[config.mk]
export PLATFORM = sky130hd
export DESIGN_NAME = conv_ctrl_db_flat
export DESIGN_NICKNAME = d
export VERILOG_FILES = /design/src/rtl/conv_ctrl_db_if.sv /design/src/rtl/conv_ctrl_db.sv /design/src/flat_wrapper.sv
export SDC_FILE = /design/constraint.sdc
export NUM_CORES = 1
export LEC_CHECK = 0
export ABC_AREA = 1
export BUFFER_PORTS_ARGS = -buffer_cell sky130_fd_sc_hd__buf_2
export CAP_MARGIN = 20
export CORE_MARGIN = 4
export CORE_UTILIZATION = 40
export DETAILED_ROUTE_END_ITERATION = 8
export PLACE_DENSITY_LB_ADDON = 0.12
export SETUP_SLACK_MARGIN = 0.5
export SLEW_MARGIN = 5
export SYNTH_ARGS = -nofsm -noshare
export SYNTH_HDL_FRONTEND = slang
export SYNTH_SLANG_ARGS = --single-unit
export TNS_END_PERCENT = 5
[constraint.sdc]
create_clock -name clk -period 3.2 [get_ports clk]
set_clock_uncertainty 0.2 [all_clocks]
set_input_delay 0.64 -clock clk [delete_from_list [all_inputs] [get_ports clk]]
set_output_delay 0.64 -clock clk [all_outputs]
set_load 0.05 [all_outputs]
[src/rtl/conv_ctrl_db_if.sv]
// Handshake and status bundle between the coefficient loader/stream source
// and the convolution controller.
interface conv_ctrl_db_if #(
  parameter int COEFF_W = 8,
  parameter int K       = 3
);
  localparam int N = K * K;

  logic                   coeff_load;
  logic                   coeff_valid;
  logic [COEFF_W-1:0]     coeff_in;
  logic                   coeff_ready;
  logic                   data_load;
  logic [N*COEFF_W-1:0]   filter;
  logic                   filter_valid;
  logic                   enable;
  logic                   data_write;
  logic                   load_done;
  logic                   load_abort;

  modport master (
    output coeff_load, coeff_valid, coeff_in, data_load,
    input  coeff_ready, filter, filter_valid, enable, data_write,
           load_done, load_abort
  );

  modport slave (
    input  coeff_load, coeff_valid, coeff_in, data_load,
    output coeff_ready, filter, filter_valid, enable, data_write,
           load_done, load_abort
  );
endinterface

[src/rtl/conv_ctrl_db.sv]
// Double-buffered coefficient controller: a loader fills a shadow bank while
// the active bank drives the datapath; banks swap only when streaming pauses.
module conv_ctrl_db #(
  parameter int COEFF_W  = 8,
  parameter int K        = 3,
  parameter int PIPE_LAT = 4
) (
  input  logic          clk,
  input  logic          rst,
  conv_ctrl_db_if.slave bus
);
  localparam int N     = K * K;
  localparam int NW    = N * COEFF_W;
  localparam int IDX_W = $clog2(N);

  typedef enum logic [1:0] {L_IDLE, L_LOAD, L_PEND} state_t;

  state_t              state, state_nxt;
  logic [IDX_W-1:0]    idx, idx_nxt;
  logic [NW-1:0]       shadow, active;
  logic                filter_valid_q;
  logic                enable_p0;
  logic [PIPE_LAT-1:0] wr_pipe;
  logic                load_done_q, load_abort_q;
  logic                done_nxt, abort_nxt, swap;
  logic                xfer, last;

  assign xfer = (state == L_LOAD) && bus.coeff_valid;
  assign last = (idx == IDX_W'(N - 1));

  always_comb begin
    state_nxt = state;
    idx_nxt   = idx;
    done_nxt  = 1'b0;
    abort_nxt = 1'b0;
    swap      = 1'b0;
    case (state)
      L_IDLE: begin
        if (bus.coeff_load) begin
          state_nxt = L_LOAD;
          idx_nxt   = '0;
        end
      end
      L_LOAD: begin
        // A transfer on the same cycle coeff_load drops still counts.
        if (xfer && last) begin
          state_nxt = L_PEND;
          done_nxt  = 1'b1;
        end else begin
          if (xfer) idx_nxt = idx + 1'b1;
          if (!bus.coeff_load) begin
            state_nxt = L_IDLE;
            abort_nxt = 1'b1;
          end
        end
      end
      L_PEND: begin
        if (!bus.data_load) begin
          swap      = 1'b1;
          state_nxt = L_IDLE;
        end
      end
      default: state_nxt = L_IDLE;
    endcase
  end

  always_ff @(posedge clk or negedge rst) begin
    if (!rst) begin
      state          <= L_IDLE;
      idx            <= '0;
      shadow         <= '0;
      active         <= '0;
      filter_valid_q <= 1'b0;
      load_done_q    <= 1'b0;
      load_abort_q   <= 1'b0;
    end else begin
      state        <= state_nxt;
      idx          <= idx_nxt;
      load_done_q  <= done_nxt;
      load_abort_q <= abort_nxt;
      if (xfer) shadow[idx*COEFF_W +: COEFF_W] <= bus.coeff_in;
      if (swap) begin
        active         <= shadow;
        filter_valid_q <= 1'b1;
      end
    end
  end

  // Stage p0: enable register; write strobe follows PIPE_LAT stages later.
  always_ff @(posedge clk or negedge rst) begin
    if (!rst) begin
      enable_p0 <= 1'b0;
      wr_pipe   <= '0;
    end else begin
      enable_p0 <= bus.data_load && filter_valid_q;
      wr_pipe   <= PIPE_LAT'({wr_pipe, enable_p0});
    end
  end

  assign bus.coeff_ready  = (state == L_LOAD);
  assign bus.filter       = active;
  assign bus.filter_valid = filter_valid_q;
  assign bus.enable       = enable_p0;
  assign bus.data_write   = wr_pipe[PIPE_LAT-1];
  assign bus.load_done    = load_done_q;
  assign bus.load_abort   = load_abort_q;
endmodule

[src/flat_wrapper.sv]
// flat-port wrapper written by rule: the top's interface ports become plain ports
module conv_ctrl_db_flat 
#(
  parameter int COEFF_W  = 8,
  parameter int K        = 3,
  parameter int PIPE_LAT = 4
)
  (clk, rst, bus_coeff_load, bus_coeff_valid, bus_coeff_in, bus_data_load, bus_coeff_ready, bus_filter, bus_filter_valid, bus_enable, bus_data_write, bus_load_done, bus_load_abort);
  conv_ctrl_db_if #(.COEFF_W(COEFF_W), .K(K)) bus_i ();
  input  logic clk;
  input  logic rst;
  input wire logic [$bits(bus_i.coeff_load)-1:0] bus_coeff_load;
  input wire logic [$bits(bus_i.coeff_valid)-1:0] bus_coeff_valid;
  input wire logic [$bits(bus_i.coeff_in)-1:0] bus_coeff_in;
  input wire logic [$bits(bus_i.data_load)-1:0] bus_data_load;
  output wire logic [$bits(bus_i.coeff_ready)-1:0] bus_coeff_ready;
  output wire logic [$bits(bus_i.filter)-1:0] bus_filter;
  output wire logic [$bits(bus_i.filter_valid)-1:0] bus_filter_valid;
  output wire logic [$bits(bus_i.enable)-1:0] bus_enable;
  output wire logic [$bits(bus_i.data_write)-1:0] bus_data_write;
  output wire logic [$bits(bus_i.load_done)-1:0] bus_load_done;
  output wire logic [$bits(bus_i.load_abort)-1:0] bus_load_abort;
  assign bus_i.coeff_load = bus_coeff_load;
  assign bus_i.coeff_valid = bus_coeff_valid;
  assign bus_i.coeff_in = bus_coeff_in;
  assign bus_i.data_load = bus_data_load;
  assign bus_coeff_ready = bus_i.coeff_ready;
  assign bus_filter = bus_i.filter;
  assign bus_filter_valid = bus_i.filter_valid;
  assign bus_enable = bus_i.enable;
  assign bus_data_write = bus_i.data_write;
  assign bus_load_done = bus_i.load_done;
  assign bus_load_abort = bus_i.load_abort;
  conv_ctrl_db #(.COEFF_W(COEFF_W), .K(K), .PIPE_LAT(PIPE_LAT)) u_core (.clk(clk), .rst(rst), .bus(bus_i));
endmodule
==> summary.txt <==
Logic synthesis
  – Top-count cell post-synth: nand2_1
  – Synth cell types: 27
  – Ys async rst share: 100%
  – Cell count after synthesis: roughly 630
  – Syn_area_per_cell: ~11 um^2
  – Yosys Warn Count: 0
  – Syn Std Cell Area: 6750 um^2
  – Share of the yosys chip area belonging to registers: about 59%
  – EDFF count, synth: 0
  – Net count after synthesis: about 640
  – Largest cells by area after synthesis: dfrtp_1 (59%), mux2_2 (12%), nand2_1 (11%), o21ai_2 (3.4%), nor2_1 (2.4%)
  – Top-area cell type share of the netlist area: 58.6%
  – Main synth FF type: dfrtp_1
  – Area leader, netlist: dfrtp_1
  – Post-synth top cells: nand2_1 (193), dfrtp_1 (158), mux2_2 (72)
  – Yosys reg bits: ~160

Worst setup path
  – Arr. time, crit path: ~2.6 ns
  – Reg2Reg Depth: 11
  – Reg2reg start: u_core.idx[0]
  – Crit-path max cell delay: ~0.52 ns
  – Setup slack, reg-to-reg: roughly 0.79 ns
  – Crit end category: flop
  – Worst path required time: between 3 and 4 ns
  – Critical-path cell list: inv_1 -> ha_1 -> inv_2 -> nand2_4 -> nand2_8 -> nand2_4 -> inv_2 -> nand2_4 -> nor2_4 -> nand2_1 -> nand2_1
  – Worst path most repeated cell: nand2_4
  – Kind of critical path: reg2reg
  – WP buf/inv: 3
  – Slowest stage cell on the critical path: dfrtp_2
  – CP startpoint: u_core.idx[0]
  – Reg-to-Reg End: u_core.shadow[68]
  – Maximum fanout along the worst path: 18
  – CP delay by family, top: simple AND/OR/NAND/NOR gates
  – Setup crit start kind: flop

Die
  – Io pins: 91
  – Num rows: 47
  – Die height: 138 um
  – Full die area: roughly 19000 um^2
  – Core area: approximately 17000 um^2
  – Die Span X: 138 um
  – Starting Density: between 40% and 50%

STA
  – Shortest period the worst path allows: 2.41 ns
  – Period utilization: between 70% and 80%
  – RSZ-0062 raised after global routing: false
  – Rel. slew slack: between 60% and 70%
  – Final Hold Vio Count: 0
  – Setup violators final: 0
  – Fmax: a little over 400 MHz
  – Post-route setup TNS: 0 ns
  – Fin. max-slew vios: 0
  – Worst-Margin Slew: 0.598 ns

Outcome
  – Status: finished clean

Global route
  – Global-route wire length before repair: around 24000 um
  – Aggregate global routing overflow: 0
  – Pin count of the biggest net entering global routing: 73
  – Initial antenna violation count: 1
  – GR Util All Layers: 16.8%
  – Vias in the first global route: 4635

Routing
  – Vias/cell: ~4.7
  – Final ANT Viol Nets: 0
  – DR vias: roughly 4500
  – DRT Pass-1 Iters: 4
  – DR iter-0 viols: roughly 190
  – WL per Instance: 15.4 um
  – Routed WL: ~15000 um
  – DRC: 0

Clocking
  – H-tree levels: 4
  – CTS sink count: approximately 160
  – CTS Buf Count: 17
  – Max clock buf depth: 2
  – Worst-Skew Late Latency: 0.42 ns
  – CTS clock-pin slew for the worst setup and hold paths: ~0.060 ns
  – CTS tree: built
  – Clock root cell: clkbuf_16

Finish
  – Post-layout nets: around 740
  – Storage element area: just under 4000 um^2
  – Antenna diodes: 0
  – Filler cells: between 1500 and 2000
  – Util after Layout: 48.1%
  – Fraction of layout cells with a size suffix above 1: 36.3%
  – Layout area overhead: 18.1%
  – Multi-input gate area: 2540 um^2

Pwr
  – Switching Share: ~31%
  – Gate power share: ~18%
  – Clock power frac: 39.2%
  – Pleak: between 4 and 5 nW
  – Peak supply drop: ~390 uV
  – Net switching power: between 1.5 and 2 mW
  – Power per cell area: 620 nW/um^2
  – Sequential power share: a little over two fifths
  – Pint: about 3.4 mW

Placed design
  – Routability Congestion: between 0.8 and 0.9
  – IO buf count: 90
  – HPWL Detailed: approximately 11000 um

Flow run
  – Max Cap Viol: 0

Min path
  – Worst Hold Depth: 0
  – Hold Crit Class: reg2reg
  – Sink of the worst hold path: u_core.wr_pipe[3]
  – Min-delay src: u_core.wr_pipe[2]
cell usage in the layout (no fill, tap or decap), types with 3 or more instances in the layout:
| cell | instances |
|---|---|
| nor2_4 | 6 |
| nand3_1 | 22 |
| nand2_1 | 193 |
| mux2_2 | 72 |
| nor2_2 | 5 |
| buf_4 | 5 |
| buf_2 | 89 |
| nand2_2 | 6 |
| nand3_2 | 6 |
| o21ai_1 | 14 |
| clkbuf_16 | 17 |
| nand2_4 | 6 |
| clkinv_2 | 8 |
| inv_1 | 23 |
| inv_2 | 6 |
| ha_1 | 3 |
| nor2_1 | 44 |
| dfrtp_1 | 157 |
| o21ai_2 | 26 |
| o21ai_0 | 3 |
layer usage:
metal	vias up	GRT usage, %	part of all wire [%]
met1	2174	22.4	47
met5	-	0	0.089
met3	13	4.93	4.9
li1	2207	-	-
met4	2	5.05	1.1
met2	101	26.5	47
power groups by stage:
stage / Clock (mW) / Sequential, mW / Combinational (mW)
after floorplan: 0 / 2.14 / 0.686
after global placement: 0 / 2.16 / 0.871
after detailed placement: 0 / 2.16 / 0.879
after CTS: 1.99 / 2.13 / 0.886
after global routing: 2.10 / 2.14 / 0.979
final: 1.94 / 2.13 / 0.880
repair_timing:
item / in CTS / in global routing
endpoints found under the setup margin: 0 / 18
endpoints found under the hold margin: 43 / 0
buffers inserted: 0 / 0
resized for setup: 0 / 1
hold buffers: 1 / 0
sequential cells by signal, indices dropped and copies added (netlist names):
register / flops
u_core.bus.filter: 72
u_core.shadow: 72
u_core.idx: 4
u_core.wr_pipe: 4
u_core.state: 2
u_core.bus.enable: 1
u_core.bus.filter_valid: 1
u_core.bus.load_abort: 1
u_core.bus.load_done: 1
how the worst max path moves through the flow:
stage / to / slack, ns / depth (start not counted)
final: u_core.shadow[68] / 0.79 / 11
after global routing: u_core.shadow[68] / 0.58 / 11
after CTS: u_core.shadow[68] / 0.62 / 11
after detailed placement: u_core.shadow[70] / 0.63 / 11
after global placement: u_core.shadow[71] / 0.73 / 11
after floorplan: u_core.shadow[6] / 1.15 / 10
layout make-up:
cell class | count | area share, %
Timing Repair Buffer | 97 | 6.58
Multi-Input combinational cell | 416 | 31.9
Tap cell | 220 | 3.45
Clock buffer | 18 | 5.51
Sequential cell | 158 | 49.6
Inverter | 29 | 1.37
Clock inverter | 13 | 1.55
logic make-up after synthesis:
logic type | count (synthesis) | synth area share [%]
flops | 158 | 58.6
simple gates | 295 | 20.0
mux | 72 | 12.0
xor+xnor | 2 | 0.260
fa+ha+maj | 3 | 0.556
compound gates | 44 | 4.88
buf+inv | 51 | 3.73
per-stage QoR:
| step | hold WS [ns] | instances | cell area [um^2] | total power [mW] | setup WS (ns) |
|---|---|---|---|---|---|
| finish | 0.147 | 951 | 7970 | 4.94 | 0.793 |
| floorplan | 0.131 | 625 | 6750 | 2.83 | 1.15 |
| detailed placement | 0.136 | 919 | 7390 | 3.04 | 0.633 |
| CTS | 0.150 | 951 | 7970 | 5.01 | 0.615 |
| global route | 0.155 | 951 | 7970 | 5.22 | 0.584 |
| global placement | 0.132 | 919 | 7390 | 3.03 | 0.735 |
No activity file was read; power rests on OpenSTA's default activity.
